--- src/rtl/counter_ctrl_pkg.sv ---
// Shared definitions for the counter request arbiter: FSM state encoding,
// direction codes and a width helper for pointer/hold counters.
package counter_ctrl_pkg;

  typedef enum logic [1:0] {
    ST_IDLE  = 2'd0,
    ST_APPLY = 2'd1,
    ST_HOLD  = 2'd2
  } state_t;

  localparam logic DIR_UP = 1'b1;
  localparam logic DIR_DN = 1'b0;

  // Bits needed to encode values 0..value-1; never less than one bit.
  function automatic int clog2(input int value);
    int width;
    width = 1;
    while ((1 << width) < value) begin
      width = width + 1;
    end
    return width;
  endfunction

endpackage

--- src/rtl/rr_arbiter.sv ---
// Combinational round-robin selector. The pending vector is rotated so the
// slot just after ptr lands at position 0, then the lowest set rotated bit wins.
module rr_arbiter
  import counter_ctrl_pkg::*;
#(
  parameter int N_REQ = 4,
  parameter int PTR_W = clog2(N_REQ)
) (
  input  logic [N_REQ-1:0] pending,
  input  logic [PTR_W-1:0] ptr,
  output logic [PTR_W-1:0] winner,
  output logic             any_valid
);

  logic [N_REQ-1:0] rotated;
  logic [PTR_W-1:0] slot_idx [N_REQ];

  // Requester index examined k+1 places after ptr, modulo N_REQ.
  function automatic logic [PTR_W-1:0] slot_of(input logic [PTR_W-1:0] p, input int k);
    int s;
    s = int'(p) + 1 + k;
    if (s >= N_REQ) begin
      s = s - N_REQ;
    end else begin
      s = s;
    end
    return s[PTR_W-1:0];
  endfunction

  // Rotate pending so search order starts just after the last winner.
  always_comb begin
    rotated = '0;
    for (int k = 0; k < N_REQ; k++) begin
      slot_idx[k] = slot_of(ptr, k);
      rotated[k]  = pending[slot_idx[k]];
    end
  end

  // Priority-encode the rotated vector; lowest rotated position wins.
  always_comb begin
    winner    = '0;
    any_valid = |rotated;
    for (int k = N_REQ - 1; k >= 0; k--) begin
      winner = rotated[k] ? slot_idx[k] : winner;
    end
  end

endmodule

--- src/rtl/counter_req_arbiter.sv ---
// One shared up/down counter serving N_REQ latched inc/dec requests in
// round-robin order, one update per slot, with a hold-off gap after each update.
module counter_req_arbiter
  import counter_ctrl_pkg::*;
#(
  parameter int N_REQ       = 4,
  parameter int WIDTH       = 4,
  parameter int HOLD_CYCLES = 2,
  parameter int SATURATE    = 0
) (
  input  logic             clk,
  input  logic             reset,
  input  logic             clear,
  input  logic [N_REQ-1:0] req,
  input  logic [N_REQ-1:0] dir,
  output logic [N_REQ-1:0] grant,
  output logic [N_REQ-1:0] overrun,
  output logic [WIDTH-1:0] count,
  output logic             busy,
  output logic             at_max,
  output logic             at_min
);

  localparam int PTR_W  = clog2(N_REQ);
  localparam int HOLD_W = clog2(HOLD_CYCLES + 1);
  localparam logic [PTR_W-1:0]  PTR_RST   = PTR_W'(N_REQ - 1);
  localparam logic [HOLD_W-1:0] HOLD_LOAD = (HOLD_CYCLES > 0) ? HOLD_W'(HOLD_CYCLES - 1) : '0;
  localparam logic [WIDTH-1:0]  CNT_MAX   = {WIDTH{1'b1}};
  localparam logic [WIDTH-1:0]  CNT_MIN   = '0;
  localparam logic [WIDTH-1:0]  CNT_ONE   = WIDTH'(1);

  state_t             state;
  logic [PTR_W-1:0]   win_idx;
  logic [PTR_W-1:0]   ptr;
  logic [N_REQ-1:0]   pending;
  logic [N_REQ-1:0]   pend_dir;
  logic [HOLD_W-1:0]  hold_cnt;

  logic [N_REQ-1:0]   clr_mask;
  logic [N_REQ-1:0]   drop;
  logic [N_REQ-1:0]   accept;
  logic [N_REQ-1:0]   pending_nxt;
  logic [N_REQ-1:0]   pend_dir_nxt;
  logic [N_REQ-1:0]   grant_nxt;
  logic               win_dir;
  logic [WIDTH-1:0]   cnt_nxt;
  logic [PTR_W-1:0]   arb_winner;
  logic               arb_valid;

  rr_arbiter #(
    .N_REQ (N_REQ),
    .PTR_W (PTR_W)
  ) u_arb (
    .pending   (pending),
    .ptr       (ptr),
    .winner    (arb_winner),
    .any_valid (arb_valid)
  );

  // Pending bit that retires at the end of the current APPLY cycle.
  always_comb begin
    clr_mask = '0;
    if (state == ST_APPLY) begin
      clr_mask[win_idx] = 1'b1;
    end else begin
      clr_mask = '0;
    end
  end

  // Request capture: new req sets pending (and beats the retiring clear);
  // a req on an already-pending, non-retiring slot is dropped as an overrun.
  always_comb begin
    drop         = req & pending & ~clr_mask;
    accept       = req & ~drop;
    pending_nxt  = (pending & ~clr_mask) | req;
    pend_dir_nxt = (pend_dir & ~accept) | (dir & accept);
  end

  // Next counter value for the latched winner, wrapping or clamping.
  always_comb begin
    win_dir = pend_dir[win_idx];
    cnt_nxt = count;
    if (win_dir == DIR_UP) begin
      if ((SATURATE != 0) && (count == CNT_MAX)) begin
        cnt_nxt = count;
      end else begin
        cnt_nxt = count + CNT_ONE;
      end
    end else begin
      if ((SATURATE != 0) && (count == CNT_MIN)) begin
        cnt_nxt = count;
      end else begin
        cnt_nxt = count - CNT_ONE;
      end
    end
  end

  // One-hot form of the arbiter's current choice.
  always_comb begin
    grant_nxt             = '0;
    grant_nxt[arb_winner] = 1'b1;
  end

  // Control FSM with request registers, hold counter and counter register.
  always_ff @(posedge clk or negedge reset) begin
    if (!reset) begin
      state    <= ST_IDLE;
      win_idx  <= '0;
      ptr      <= PTR_RST;
      pending  <= '0;
      pend_dir <= {N_REQ{DIR_DN}};
      hold_cnt <= '0;
      count    <= '0;
      grant    <= '0;
      overrun  <= '0;
      busy     <= 1'b0;
    end else if (clear) begin
      state    <= ST_IDLE;
      win_idx  <= '0;
      ptr      <= PTR_RST;
      pending  <= '0;
      pend_dir <= {N_REQ{DIR_DN}};
      hold_cnt <= '0;
      count    <= '0;
      grant    <= '0;
      overrun  <= '0;
      busy     <= 1'b0;
    end else begin
      pending  <= pending_nxt;
      pend_dir <= pend_dir_nxt;
      overrun  <= drop;
      case (state)
        ST_IDLE: begin
          if (arb_valid) begin
            win_idx <= arb_winner;
            grant   <= grant_nxt;
            busy    <= 1'b1;
            state   <= ST_APPLY;
          end else begin
            grant   <= '0;
            busy    <= 1'b0;
          end
        end
        ST_APPLY: begin
          count <= cnt_nxt;
          ptr   <= win_idx;
          grant <= '0;
          if (HOLD_CYCLES > 0) begin
            hold_cnt <= HOLD_LOAD;
            busy     <= 1'b1;
            state    <= ST_HOLD;
          end else begin
            busy     <= 1'b0;
            state    <= ST_IDLE;
          end
        end
        ST_HOLD: begin
          grant <= '0;
          if (hold_cnt == '0) begin
            busy  <= 1'b0;
            state <= ST_IDLE;
          end else begin
            hold_cnt <= hold_cnt - HOLD_W'(1);
          end
        end
        default: begin
          grant <= '0;
          busy  <= 1'b0;
          state <= ST_IDLE;
        end
      endcase
    end
  end

  assign at_max = (count == CNT_MAX);
  assign at_min = (count == CNT_MIN);

endmodule

--- config.mk ---
export PLATFORM = sky130hd
export DESIGN_NAME = counter_req_arbiter
export DESIGN_NICKNAME = d
export VERILOG_FILES = /design/src/rtl/counter_ctrl_pkg.sv /design/src/rtl/rr_arbiter.sv /design/src/rtl/counter_req_arbiter.sv
export SDC_FILE = /design/constraint.sdc
export NUM_CORES = 1
export LEC_CHECK = 0
export ABC_AREA = 1
export CAP_MARGIN = 15
export CORE_MARGIN = 2
export CORE_UTILIZATION = 25
export CTS_CLUSTER_DIAMETER = 200
export CTS_CLUSTER_SIZE = 28
export DETAILED_ROUTE_END_ITERATION = 16
export SYNTH_ARGS = -nofsm -noshare
export SYNTH_HDL_FRONTEND = slang
export SYNTH_HIERARCHICAL = 1
export SYNTH_SLANG_ARGS = --single-unit
export TNS_END_PERCENT = 1
--- constraint.sdc ---
create_clock -name clk -period 2.6 [get_ports clk]
set_clock_uncertainty 0.15 [all_clocks]
set_input_delay 0.78 -clock clk [delete_from_list [all_inputs] [get_ports clk]]
set_output_delay 0.78 -clock clk [all_outputs]
set_load 0.05 [all_outputs]
# After elaboration in Yosys (flattened, before gate mapping)
# Index checks and enable logic that the tools add are counted.
[op_classes] eq_ne=6 n_addsub=11 n_reduce_logical=13 n_lt_le_gt_ge=12 mux=48 bitwise_logic=11
[ops] op="$ge A32 B4 Y1 const B" n=3
[ops] op="$mux W4" n=10
[ops] op="$mux W2" n=18
[ops] op="$and A4 B4 Y4" n=6
[ops] op="$lt A2 B3 Y1 const B" n=6
[ops] op="$not A4 Y4" n=3
[ops] op="$bmux W1 S2" n=5
[ops] op="$mux W1" n=10
[ops] op="$sub A2 B1 Y2 const B" n=5
[ops] op="$ne A3 B3 Y1 const B" n=3
[ops] op="$add A3 B2 Y4 const B" n=2
[ops] op="$or A4 B4 Y4" n=2
[ops] op="$pmux W2 S3" n=1
[ops] op="$reduce_and A2 Y1" n=3
[ops] op="$reduce_bool A2 Y1" n=3
[ops] op="$add A3 B1 Y4 const B" n=1
[ops] op="$add A4 B1 Y4 const B" n=1
[ops] op="$demux W1 S2" n=2
[ops] op="$eq A4 B4 Y1 const B" n=1
[ops] op="$ge A2 B1 Y1 const B" n=2
[ops] op="$logic_not A2 Y1" n=2
[ops] op="$logic_not A4 Y1" n=1
[ops] op="$pmux W2 S2" n=1
[ops] op="$reduce_or A4 Y1" n=1
[ops] op="other kinds (8)" n=9
[word_totals] reg_bits=29 input_bits=11 word_cells=111 out_inout_bits=15

# Depth between registers and ports, before layout
# Gate-level depths: netlist of the first run.
[depth] ltp_word=17 mapped_depth=13 depth_no_buf=13

# Cells and area by module
# The synthesis of the first run kept the hierarchy.
[modules_own_cells] mod="counter_req_arbiter" area_each_um2=1360.1 seq_area_each_um2=728.2 cells_per_inst=149 n_inst=1
[modules_own_cells] mod="rr_arbiter" area_each_um2=265.3 seq_area_each_um2=0.0 cells_per_inst=63 n_inst=1

# Least setup slack after synthesis of the first run
# OpenSTA, ideal clock, no wires.
[synth_timing] path_kind="reg2out" startpoint="register count[0]" endpoint="output port at_max" stages_incl_launch_ff=3 required_ns=1.670 path_buffers=0 slack_ns=-0.722 t_arrival_ns=2.392 path_cell_list="dfrtp_1 inv_1 nor4_1"
[synth_between] elab_chain_cells=1
[synth_rtl] item="start: declaration" line_no="counter_req_arbiter.sv:18" text="output logic [WIDTH-1:0] count,"
[synth_rtl] item="start signal: assignment" line_no="counter_req_arbiter.sv:145" text="count <= cnt_nxt;"
[synth_rtl] item="$eq A4 B4 Y1" line_no="counter_req_arbiter.sv:175" text="assign at_max = (count == CNT_MAX);"
[synth_rtl] item="end: declaration" line_no="counter_req_arbiter.sv:20" text="output logic at_max,"
# Every way passes these cells.

# Final worst setup path of the first run
[layout_timing] startpoint="register count[0]" endpoint="output port count[0]"
# No word-level cell between the ends.

==> results.json, run 1 <==
{
  "syn_area_um2": 1625,
  "crit_buf_inv": 1,
  "use_met3": 0.02852,
  "track_usage": 0.1026,
  "yosysSeqAreaShare": 0.4480,
  "hold_ws_ns": 0.3790,
  "power_density_nw_per_um2": 1144,
  "core_region_area_um2": 6314,
  "clock_path_buffers": 2,
  "cts.root.buffer_cell": "clkbuf_8",
  "yosys-top-cells-area": "dfrtp_1 (42%), nand2_1 (15%), inv_1 (6.7%)",
  "grt-ovfl-total": 0,
  "viasPerCell": 4.352,
  "numCtsBuffers": 5,
  "synth_top_area_cell": "dfrtp_1",
  "use_met2": 0.1725,
  "place_inst": 313,
  "die_area_um2": 7162,
  "dr.first_iter.drc_count": 76,
  "syn_nets": 227,
  "wire_per_inst_um": 10.34,
  "synth_area_per_cell_um2": 7.667,
  "clk_pin_slew_worst_paths_ns": 0.07,
  "place.gp.congestion": 0.7922,
  "post_cts_buffers": 0,
  "slowest_stage": "clkdlybuf4s50_1",
  "cp_max_fo": 6,
  "status": "complete, no violations",
  "ant_nets": 0,
  "register_area_um2": 728.2,
  "hold_viol": 0,
  "relSlewSlack": 0.6631,
  "critical_path_arrival_ns": 1.57,
  "place_hpwl_um": 2564,
  "max_stage_delay_ns": 0.84,
  "crit_family": "buffers and inverters",
  "max_freq_mhz": 400.7,
  "vias": 1397,
  "instances_no_fill": 321,
  "cp-start-kind": "flip-flop",
  "ctsResizeCount": 0,
  "cts.sinks": 29,
  "htreeDepth": 2,
  "start_util": 0.2574,
  "vdd_drop_max_mv": 0.3997,
  "drive_gt1_frac": 0.1352,
  "num-nets-final": 258,
  "post-route-min-period_ns": 2.496,
  "synth_cell_types": 27,
  "holdBufCountCts": 0,
  "critPathKind": "reg -> out",
  "yosys.area.top_type_share": 0.4157,
  "syn_inst": 212,
  "clock_latency_ns": 0.28,
  "period_share": 0.9599,
  "worstMarginPinSlew_ns": 0.5037,
  "wl_um": 3319,
  "hold_class": "reg -> reg",
  "grt_pass1_wl_um": 5989,
  "fin_util": 0.3292,
  "cts_tree": "yes",
  "antenna_found_initial": 0,
  "drc": 0,
  "yosys_warnings": 6,
  "busiest_layer": "met2",
  "endpoint_kind": "primary output",
  "die_w_um": 84.63,
  "grt_max_degree": 30,
  "layout-area-overhead-vs-synth_pct": 27.87,
  "n_fill_cell": 679,
  "cap_violations": 0,
  "ios": 26,
  "port_buffers": 25,
  "rsz0062_at_grt": "false",
  "die_y_um": 84.63,
  "multi_input_area_um2": 754.5,
  "worstPathCellList": "clkdlybuf4s50_1",
  "first_global_vias": 1354,
  "num_rows": 29,
  "ys_seq_elements": 29,
  "met1_usage": 0.1267,
  "required_ns": 1.67,
  "finalSetupViolCount": 0,
  "timing.final.max_slew_violations": 0,
  "first_pass_iters": 4,
  "p_leak_nw": 1.014,
  "diodes": 0
}
## flip-flops by register name, indices dropped and copies added, names as in the netlist
name / cells
grant: 4
ptr: 2
win_idx: 2
pend_dir: 4
hold_cnt: 2
overrun: 4
busy: 1
state: 2
count: 4
pending: 4
## final cells by class
cell class	count	share of cell area
Multi-Input combinational cell	145	0.3630
Sequential cell	29	0.3504
Timing Repair Buffer	27	0.1373
Inverter	35	0.06322
Tap cell	77	0.04636
Clock buffer	6	0.03492
Clock inverter	2	0.004816
## cell usage in the layout (no fill, tap or decap)
| cell type | count |
|---|---|
| clkbuf_8 | 5 |
| inv_1 | 29 |
| nor2_1 | 10 |
| nand3_2 | 2 |
| inv_2 | 6 |
| clkdlybuf4s50_1 | 23 |
| o211ai_1 | 1 |
| a21oi_1 | 11 |
| nand2_4 | 1 |
| o21ai_0 | 5 |
| buf_4 | 2 |
| clkbuf_1 | 1 |
| o21ai_2 | 4 |
| a211oi_1 | 1 |
| o31ai_1 | 1 |
| dfrtp_1 | 27 |
| nor4_1 | 2 |
| ha_1 | 3 |
| fa_1 | 1 |
| clkinv_2 | 2 |
| nor2_4 | 3 |
| nand3_1 | 20 |
| buf_12 | 2 |
| nand2_2 | 2 |
| xor2_1 | 1 |
| nand2_1 | 65 |
| o22ai_1 | 2 |
| nor4_2 | 2 |
| nand4_1 | 1 |
| nor3_1 | 7 |
| dfstp_2 | 2 |
## cells in the mapped netlist
library cell,instances
nand2_1,65
inv_1,29
dfrtp_1,27
nand3_1,20
a21oi_1,11
nor2_1,10
nor3_1,7
inv_2,6
o21ai_0,5
nor4_1,4
o21ai_2,4
ha_1,3
nor2_4,3
dfstp_2,2
nand2_2,2
nand3_2,2
o22ai_1,2
a211oi_1,1
buf_2,1
buf_4,1
buf_6,1
fa_1,1
nand2_4,1
nand4_1,1
o211ai_1,1
o31ai_1,1
xor2_1,1
## worst register-to-register path, delay by kind of cell, from the launching register on
| kind | cells | cell delay (ns) |
|---|---|---|
| and+or+nand+nor | 8 | 0.96 |
| buffers and inverters | 2 | 0.20 |
| DFF | 1 | 0.64 |
## worst paths after layout
check | slack, ns | start | cells past startpoint | end
setup / recovery | 0.10 | count[0] | 1 | count[0]
hold / removal | 0.38 | pend_dir[3] | 2 | pend_dir[3]
setup reg to reg | 0.55 | ptr[0] | 10 | grant[1]
hold reg to reg | 0.38 | pend_dir[3] | 2 | pend_dir[3]
max in group asynchronous | 1.26 | reset | 2 | ptr[0]
min in group asynchronous | 0.73 | reset | 2 | hold_cnt[0]
## report_power, final
part | total [mW] | switching [mW] | internal [mW] | leakage [nW]
Clock | 0.357 | 0.172 | 0.185 | 0.0450
Sequential | 0.695 | 0.122 | 0.573 | 0.380
Combinational | 1.33 | 0.863 | 0.463 | 0.589
Total | 2.38 | 1.16 | 1.22 | 1.01
## logic make-up after synthesis
group | count (synthesis) | share of synthesized area
XOR/XNOR | 1 | 0.005390
AND/OR/NAND/NOR | 115 | 0.3233
AO/OA/AOI/OAI | 25 | 0.09238
flip-flops | 29 | 0.4480
adder cells (fa/ha/maj) | 4 | 0.03541
buffers and inverters | 38 | 0.09545
## layer usage
metal	wire length [um]	part of all wire	vias to the layer above
li1	-	-	736
met1	1527	0.46	641
met2	1659	0.50	18
met3	112	0.034	2
met4	20	0.0060	0
met5	0	0	-
## per-stage QoR
stage	setup TNS (ns)	area (um2)	setup WS [ns]	total power, mW
global route	0	2078	0.05108	2.581
floorplan	-0.1873	1638	-0.1873	1.655
detailed placement	0	1996	0.3446	2.036
finish	0	2078	0.1042	2.378
CTS	0	2078	0.08923	2.398
global placement	0	1996	0.3678	2.020
(Power assumes the default switching activity.)
==> inputs of run 2 (changes only) <==
- clock period: 2.6 -> 2.1 ns (I/O delays scaled with it)
==> run 2 against run 1 <==
- first-iteration DRC count rose by 9.2%
- hold slack improved by 0.0015 ns
- flip-flop and latch count unchanged
- global-route usage shrank 0.38 points
- register-to-register slack got worse by 0.35 ns
- non-clock buffer count up 4
- cell count increased by 1.2%
- via count rose by 1.8%
- combinational power increased by 36%
- count of clock-buffer cells in the layout grew 2
- routed wire length is 1.1% higher
- critical path type unchanged
- critical endpoint is now at_max
- largest power group unchanged
- highest routed layer unchanged
==> results.json, run 2 (same netlist as run 1, synthesis figures left out) <==
{
  "status": "complete, no violations",
  "antenna_found_initial": 0,
  "core_region_area_um2": 6314,
  "max_freq_mhz": 482.4,
  "place.gp.congestion": 0.8372,
  "endpoint_kind": "primary output",
  "ios": 26,
  "final_cell_mix": "nand2_1 (65), inv_1 (27), dfrtp_1 (23), nand3_1 (19), buf_4 (15)",
  "max_stage_delay_ns": 0.44,
  "relSlewSlack": 0.7370,
  "die_w_um": 84.63,
  "first_global_vias": 1322,
  "timing.final.max_slew_violations": 0,
  "busiest_layer": "met2",
  "power_density_nw_per_um2": 1457,
  "vias": 1422,
  "numCtsBuffers": 5,
  "num_rows": 29,
  "port_buffers": 25,
  "instances_no_fill": 325,
  "dr.first_iter.drc_count": 83,
  "cts.sinks": 29,
  "n_fill_cell": 676,
  "hold_class": "reg -> reg",
  "num-nets-final": 262,
  "met1_usage": 0.1183,
  "period_share": 0.9871,
  "wl_um": 3356,
  "slowest_stage": "dfrtp_2",
  "multi_input_area_um2": 784.5,
  "cts_tree": "yes",
  "fin_util": 0.3434,
  "drc": 0,
  "grt_max_degree": 30,
  "wire_per_inst_um": 10.33,
  "grt_pass1_wl_um": 5713,
  "setup_tns_ns": 0,
  "place_hpwl_um": 2587,
  "holdBufCountCts": 0,
  "track_usage": 0.09877,
  "crit_buf_inv": 2,
  "diodes": 0,
  "cts.root.buffer_cell": "clkbuf_8",
  "clock_latency_ns": 0.28,
  "clock_path_buffers": 2,
  "layout-area-overhead-vs-synth_pct": 33.41,
  "required_ns": 1.32,
  "cap_violations": 0,
  "register_area_um2": 733.2,
  "viasPerCell": 4.375,
  "place_inst": 314,
  "critPathKind": "reg -> out",
  "finalSetupViolCount": 0,
  "cp-start-kind": "flip-flop",
  "vdd_drop_max_mv": 0.5745,
  "ant_nets": 0,
  "p_leak_nw": 1.081,
  "first_pass_iters": 4,
  "die_area_um2": 7162,
  "critical_path_arrival_ns": 1.29,
  "post-route-min-period_ns": 2.073,
  "mostFrequentLayoutCell": "nand2_1",
  "clk_pin_slew_worst_paths_ns": 0.06,
  "die_y_um": 84.63,
  "worstMarginPinSlew_ns": 0.3933,
  "grt-ovfl-total": 0,
  "hold_path_depth": 2,
  "crit_family": "flip-flops",
  "use_met2": 0.1696,
  "crit_cells": 3,
  "cp_max_fo": 4,
  "rsz0062_at_grt": "true",
  "hold_viol": 0,
  "reg2reg_depth": 11,
  "htreeDepth": 2,
  "worstPathCellList": "inv_2, nor4_4, buf_12",
  "drive_gt1_frac": 0.2339,
  "start_util": 0.2574,
  "use_met3": 0.02163
}
-- run 2: cell types whose count changed in the layout (fill, tap and decap cells not counted), sizes merged --
cell and delta:
buf +17, clkdlybuf4s50 -13, clkinv -2, clkbuf +2
-- run 2: final timing paths --
path,startpoint,end,slack [ns]
worst max-delay path,count[1],at_max,0.03
worst min-delay path,pend_dir[1],pend_dir[1],0.38
max in group asynchronous,reset,ptr[1],0.91
worst max register to register,win_idx[0],count[3],0.20
min in group asynchronous,reset,busy,0.58
worst min register to register,pend_dir[1],pend_dir[1],0.38
-- run 2: metrics by stage --
step / setup slack, ns / area (um2) / power (mW) / hold slack (ns)
after floorplan: 0.005339 / 1660 / 2.098 / 0.1844
after global placement: 0.06774 / 2043 / 2.631 / 0.3684
after detailed placement: 0.01976 / 2043 / 2.646 / 0.3750
after CTS: 0.001459 / 2141 / 3.136 / 0.3835
after global routing: -0.01996 / 2168 / 3.415 / 0.4117
final: 0.02699 / 2168 / 3.160 / 0.3805
-- run 2: metal layers --
layer	part of all wire	vias up
met5	0	-
met4	0.023	0
met3	0.032	9
met2	0.49	20
met1	0.45	646
li1	-	747
-- run 2: final cells by class --
class,count,share of cell area
inverter,35,0.06059
clock buffer,8,0.04155
sequential,29,0.3381
tap,77,0.04443
timing repair buffer,31,0.1535
multi-input combinational,145,0.3618
-- run 2: worst register-to-register path: stages (launching register included) --
cell     delay (ns)
dfrtp_1        0.45
inv_2          0.10
nand3_2        0.06
nand2_1        0.08
nor2_4         0.17
ha_1           0.29
nand3_1        0.11
nand3_1        0.07
nand2_1        0.08
nand3_1        0.08
nand3_1        0.09
nand2_1        0.05
-- run 2: what timing repair did --
item                       CTS  global route
setup endpoints to repair    1             6
buffers inserted             1             2
gates resized for setup      0             3
-- run 2: power breakdown --
| group | switching (mW) | internal (mW) | leakage, nW |
|---|---|---|---|
| clock network | 0.203 | 0.267 | 0.0455 |
| registers | 0.162 | 0.716 | 0.374 |
| logic | 1.13 | 0.686 | 0.662 |
